**src/rtl/bcd_countdown_timer_if.sv**
```systemverilog
// Control and status bundle for the BCD countdown timer.
// The master drives load/run control; the slave (the timer) returns the count and status.
interface bcd_countdown_timer_if #(
    parameter int unsigned NUM_DIGITS = 2
);
    logic                    reconfig;
    logic [4*NUM_DIGITS-1:0] load_value;
    logic                    start;
    logic                    pause;
    logic                    tick;
    logic [4*NUM_DIGITS-1:0] digits;
    logic                    running;
    logic                    timeout;
    logic                    timeout_pulse;

    modport master (
        output reconfig, load_value, start, pause, tick,
        input  digits, running, timeout, timeout_pulse
    );

    modport slave (
        input  reconfig, load_value, start, pause, tick,
        output digits, running, timeout, timeout_pulse
    );
endinterface

```
**src/rtl/bcd_countdown_timer.sv**
```systemverilog
// Multi-digit BCD countdown timer with start/pause control, optional auto-reload,
// BCD clamping on load, and level plus pulse timeout outputs. All outputs registered.
module bcd_countdown_timer #(
    parameter int unsigned                NUM_DIGITS  = 2,
    parameter logic [4*NUM_DIGITS-1:0]    INIT_VALUE  = (4*NUM_DIGITS)'(8'h30),
    parameter bit                         AUTO_RELOAD = 1'b0
) (
    input logic                  clk,
    input logic                  rst,
    bcd_countdown_timer_if.slave bus
);
    localparam int unsigned Width = 4 * NUM_DIGITS;

    typedef logic [Width-1:0] countT;

    typedef enum logic [1:0] {
        StIdle,
        StRun,
        StPaused,
        StExpired
    } stateT;

    stateT stateQ, stateD;
    countT digitsQ, digitsD;
    logic  runningQ, timeoutQ, pulseQ;
    logic  pulseD;
    countT loadClamped;
    countT decremented;

    // Saturate every nibble above 9 to 9 so a bad load can never leave non-BCD digits.
    function automatic countT clampBcd(input countT v);
        countT r;
        r = v;
        for (int i = 0; i < int'(NUM_DIGITS); i++) begin
            if (v[4*i +: 4] > 4'd9) begin
                r[4*i +: 4] = 4'd9;
            end
        end
        return r;
    endfunction

    // Subtract one with a per-digit borrow chain; a zero digit wraps to 9 and borrows.
    function automatic countT decBcd(input countT v);
        countT r;
        logic  borrow;
        r      = v;
        borrow = 1'b1;
        for (int i = 0; i < int'(NUM_DIGITS); i++) begin
            if (borrow) begin
                if (v[4*i +: 4] == 4'd0) begin
                    r[4*i +: 4] = 4'd9;
                end else begin
                    r[4*i +: 4] = v[4*i +: 4] - 4'd1;
                    borrow      = 1'b0;
                end
            end
        end
        return r;
    endfunction

    assign loadClamped = clampBcd(bus.load_value);
    assign decremented = decBcd(digitsQ);

    // Next-state and next-output decode; reconfig outranks every control in any state.
    always_comb begin
        stateD  = stateQ;
        digitsD = digitsQ;
        pulseD  = 1'b0;
        if (bus.reconfig) begin
            stateD  = StIdle;
            digitsD = loadClamped;
        end else begin
            unique case (stateQ)
                StIdle, StPaused: begin
                    if (bus.start) begin
                        if (digitsQ == '0) begin
                            stateD = StExpired;
                            pulseD = 1'b1;
                        end else begin
                            stateD = StRun;
                        end
                    end
                end
                StRun: begin
                    if (bus.pause) begin
                        stateD = StPaused;
                    end else if (bus.tick) begin
                        if (decremented == '0) begin
                            pulseD = 1'b1;
                            // A zero reload value would park RUN at zero, so it expires instead.
                            if (AUTO_RELOAD && (loadClamped != '0)) begin
                                digitsD = loadClamped;
                            end else begin
                                digitsD = '0;
                                stateD  = StExpired;
                            end
                        end else begin
                            digitsD = decremented;
                        end
                    end
                end
                StExpired: begin
                    digitsD = '0;
                end
                default: begin
                    stateD = StIdle;
                end
            endcase
        end
    end

    // State and registered outputs; synchronous reset discards count and any pending pulse.
    always_ff @(posedge clk) begin
        if (rst) begin
            stateQ   <= StIdle;
            digitsQ  <= INIT_VALUE;
            runningQ <= 1'b0;
            timeoutQ <= 1'b0;
            pulseQ   <= 1'b0;
        end else begin
            stateQ   <= stateD;
            digitsQ  <= digitsD;
            runningQ <= (stateD == StRun);
            timeoutQ <= (stateD == StExpired);
            pulseQ   <= pulseD;
        end
    end

    assign bus.digits        = digitsQ;
    assign bus.running       = runningQ;
    assign bus.timeout       = timeoutQ;
    assign bus.timeout_pulse = pulseQ;
endmodule

```
**src/flat_wrapper.sv**
```systemverilog
// flat-port wrapper written by rule: the top's interface ports become plain ports
module bcd_countdown_timer_flat 
#(
    parameter int unsigned                NUM_DIGITS  = 2,
    parameter logic [4*NUM_DIGITS-1:0]    INIT_VALUE  = (4*NUM_DIGITS)'(8'h30),
    parameter bit                         AUTO_RELOAD = 1'b0
)
  (clk, rst, bus_reconfig, bus_load_value, bus_start, bus_pause, bus_tick, bus_digits, bus_running, bus_timeout, bus_timeout_pulse);
  bcd_countdown_timer_if #(.NUM_DIGITS(NUM_DIGITS)) bus_i ();
  input logic clk;
  input logic rst;
  input wire logic [$bits(bus_i.reconfig)-1:0] bus_reconfig;
  input wire logic [$bits(bus_i.load_value)-1:0] bus_load_value;
  input wire logic [$bits(bus_i.start)-1:0] bus_start;
  input wire logic [$bits(bus_i.pause)-1:0] bus_pause;
  input wire logic [$bits(bus_i.tick)-1:0] bus_tick;
  output wire logic [$bits(bus_i.digits)-1:0] bus_digits;
  output wire logic [$bits(bus_i.running)-1:0] bus_running;
  output wire logic [$bits(bus_i.timeout)-1:0] bus_timeout;
  output wire logic [$bits(bus_i.timeout_pulse)-1:0] bus_timeout_pulse;
  assign bus_i.reconfig = bus_reconfig;
  assign bus_i.load_value = bus_load_value;
  assign bus_i.start = bus_start;
  assign bus_i.pause = bus_pause;
  assign bus_i.tick = bus_tick;
  assign bus_digits = bus_i.digits;
  assign bus_running = bus_i.running;
  assign bus_timeout = bus_i.timeout;
  assign bus_timeout_pulse = bus_i.timeout_pulse;
  bcd_countdown_timer #(.NUM_DIGITS(NUM_DIGITS), .INIT_VALUE(INIT_VALUE), .AUTO_RELOAD(AUTO_RELOAD)) u_core (.clk(clk), .rst(rst), .bus(bus_i));
endmodule
```
**config.mk**
```make
export PLATFORM = sky130hd
export DESIGN_NAME = bcd_countdown_timer_flat
export DESIGN_NICKNAME = d
export VERILOG_FILES = /design/src/rtl/bcd_countdown_timer_if.sv /design/src/rtl/bcd_countdown_timer.sv /design/src/flat_wrapper.sv
export SDC_FILE = /design/constraint.sdc
export NUM_CORES = 1
export LEC_CHECK = 0
export ABC_AREA = 1
export CORE_MARGIN = 8
export CORE_UTILIZATION = 35
export DETAILED_ROUTE_END_ITERATION = 16
export GPL_TIMING_DRIVEN = 0
export HOLD_SLACK_MARGIN = 0.08
export SLEW_MARGIN = 15
export SYNTH_ARGS = -nofsm -noshare
export SYNTH_HDL_FRONTEND = slang
export SYNTH_SLANG_ARGS = --single-unit
export TNS_END_PERCENT = 30
```
**constraint.sdc**
```tcl
create_clock -name clk -period 2.7 [get_ports clk]
set_input_delay 0.405 -clock clk [delete_from_list [all_inputs] [get_ports clk]]
set_output_delay 0.405 -clock clk [all_outputs]
set_load 0.005 [all_outputs]
```
==> metrics <==
hold_buf cts 0; Primary FF master, synth dfxtp_1; Bufs on Longest Clock Path 2; FP Rows 17; multi-input logic area 460 um2; TritonCTS clock tree built; DR vias 827; number of global-route vias before repair approximately 730; core area 2190 um2; Worst Max-Slew Pin Slew 269 ps; routability cong. 0.854; run status completed; critical path's slowest cell clkdlybuf4s50_1; die extent in y 63.7 um; clock slew seen by the registers of the worst setup and hold paths 90 ps; Tmin final ~1700 ps; drt wl/cell 11.6 um; CP max stage delay between 500 and 600 ps; FMAX 579 MHz; met1 usage 0.127; Global Route met2 Usage 0.139; initial antenna violation count 0; Max FO, Critical Path 6; # setup viols final 0; Tcrit/Tclk final 0.639; Async SR Flop Fraction 0; synth top area cells dfxtp_1 33%, nand2_1 12%, inv_1 6.6%; crit end category output port; arrival time at the worst endpoint ~1300 ps; final cell count without fillers 172; Total GRT Usage 0.0967; layout cell share with drive strength beyond 1 0.139; Cells after Synth 117; area added between synthesis and finish 36.6%; Synth top area share 0.327; post-synth cell types 21; drt drc 0; port bufs 23; total CTS buffers 3; Netlist Area Pre-Place approximately 800 um2; pin count of the biggest net entering global routing 11; clk sinks 13; Nets roughly 160; Slew Limit Fails 0; First DRT Iteration DRCs 19; Worst VDD drop 0.223 mV; post-route ant nets 0; root buffer cell clkbuf_4; crit-path leading delay family buffers and inverters; final-report hold violation count 0; H-Tree Level Count 1; max capacitance violation total 0; Tightest Hold Check Type primary input to flop; GRT overflow 0; post-DP HPWL about 1700 um; Worst Path Required between 2000 and 2500 ps; wirelength, routed 2000 um; Clock Latency Late Sink 280 ps; Placed Cells 168; Die ar. 4060 um2; Diodes inserted 0; Setup Fix Bufs, Post-CTS 0; busiest grt layer met2; critical path startpoint category flop; relative slew slack 0.821; area post-placement 1060 um2; YS warnings 0; biggest area consumer among synthesized cells dfxtp_1; Finished Cell Area between 1000 and 1500 um2; Synth Net Count 131; global-route wire length before repair 3190 um; io pins 25; Die Wd around 64 um; post_cts resized 0; Critical path buffers and inverters 1; Pwr Density 436 nW/um2; CP Cell Sequence clkdlybuf4s50_1; sequential cell area 260 um2; Vias/cell 4.81; # fillers 225; unrepaired setup endpoints after global routing false; P_leak approximately 0.00046 uW; Synth top cells by count 26 x nand2_1, 14 x inv_1, 13 x dfxtp_1; First-pass DRT Iterations 4; most frequent cell after synthesis nand2_1; Initial Utilization 0.363; Synth Area per Inst 6.80 um2; Yosys reg bits 13; Post-Route Setup TNS 0 ps; EDFF count, synth 0; post-synthesis sequential area ratio 0.327; M3 GR Usage 0.0212; Crit Path Category flop to output port; Worst Skew between 8 and 9 ps
-- routing by layer --
metal,part of all wire,vias up
li1,-,448
met4,0.022,0
met3,0.043,4
met1,0.51,358
met5,0,-
met2,0.42,17
-- power by group --
part / total (uW) / switching [uW] / internal [uW]
clock network: 123 / 66.1 / 57.3
registers: 219 / 15.7 / 204
logic: 131 / 66.5 / 64.8
-- cell usage in the layout (no fill, tap or decap), types with 2 or more instances in the layout --
cell type | Yosys | routed
nand2_1 | 26 | 26
nand2_4 | 2 | 2
a221oi_1 | 4 | 4
inv_2 | 3 | 3
nor2_2 | 3 | 3
nor2_1 | 12 | 12
nand4_1 | 2 | 2
clkdlybuf4s50_1 | 0 | 23
nand2_2 | 4 | 4
nand3_1 | 7 | 7
a21oi_1 | 6 | 6
dfxtp_1 | 13 | 13
a31oi_1 | 5 | 5
o21ai_0 | 6 | 6
nor2_4 | 2 | 2
inv_1 | 14 | 14
o211ai_1 | 3 | 3
clkbuf_4 | 0 | 3
-- cell type report --
| type | instances | share of cell area |
|---|---|---|
| plain buffers | 1 | 0.0104 |
| clock buffers | 4 | 0.0242 |
| well taps | 28 | 0.0322 |
| repair buffers | 23 | 0.212 |
| inverters | 17 | 0.0587 |
| flip-flops and latches | 13 | 0.239 |
| multi-input cells | 86 | 0.423 |
-- path summary, 6_finish.rpt --
kind                                     startpoint                           endpoint  slack, ps  cells after the start
hold reg to reg   u_core.bus.digits[6]$_SDFFE_PP0P_  u_core.bus.digits[6]$_SDFFE_PP0P_        520                      2
hold / removal                         bus_reconfig  u_core.bus.digits[3]$_SDFFE_PP0P_        440                      3
setup / recovery  u_core.bus.digits[0]$_SDFFE_PP0P_                      bus_digits[0]        970                      1
setup reg to reg  u_core.bus.digits[0]$_SDFFE_PP0P_      u_core.bus.running$_SDFF_PP0_       1310                     11
-- cells by family (layout without fill, tap and decap cells) --
| logic type | Yosys count | in the layout | synth area share |
|---|---|---|---|
| AO/OA/AOI/OAI | 26 | 26 | 0.208 |
| buffers and inverters | 18 | 45 | 0.0943 |
| flip-flops | 13 | 13 | 0.327 |
| AND/OR/NAND/NOR | 60 | 60 | 0.371 |
-- registers in the layout, summed over array words and instances (netlist names) --
register and flops:
u_core.bus.running 1, u_core.stateQ 2, u_core.bus.timeout 1, u_core.bus.timeout_pulse 1, u_core.bus.digits 8
-- per-stage QoR --
step	setup WS, ps	util	hold slack [ps]	total power (uW)
floorplan	1430	-	484	298
detailed placement	958	0.484	515	356
finish	974	0.496	440	474
global route	940	0.496	454	503
CTS	977	0.496	433	479
global placement	960	0.484	512	356
No activity file was read; power rests on OpenSTA's default activity.
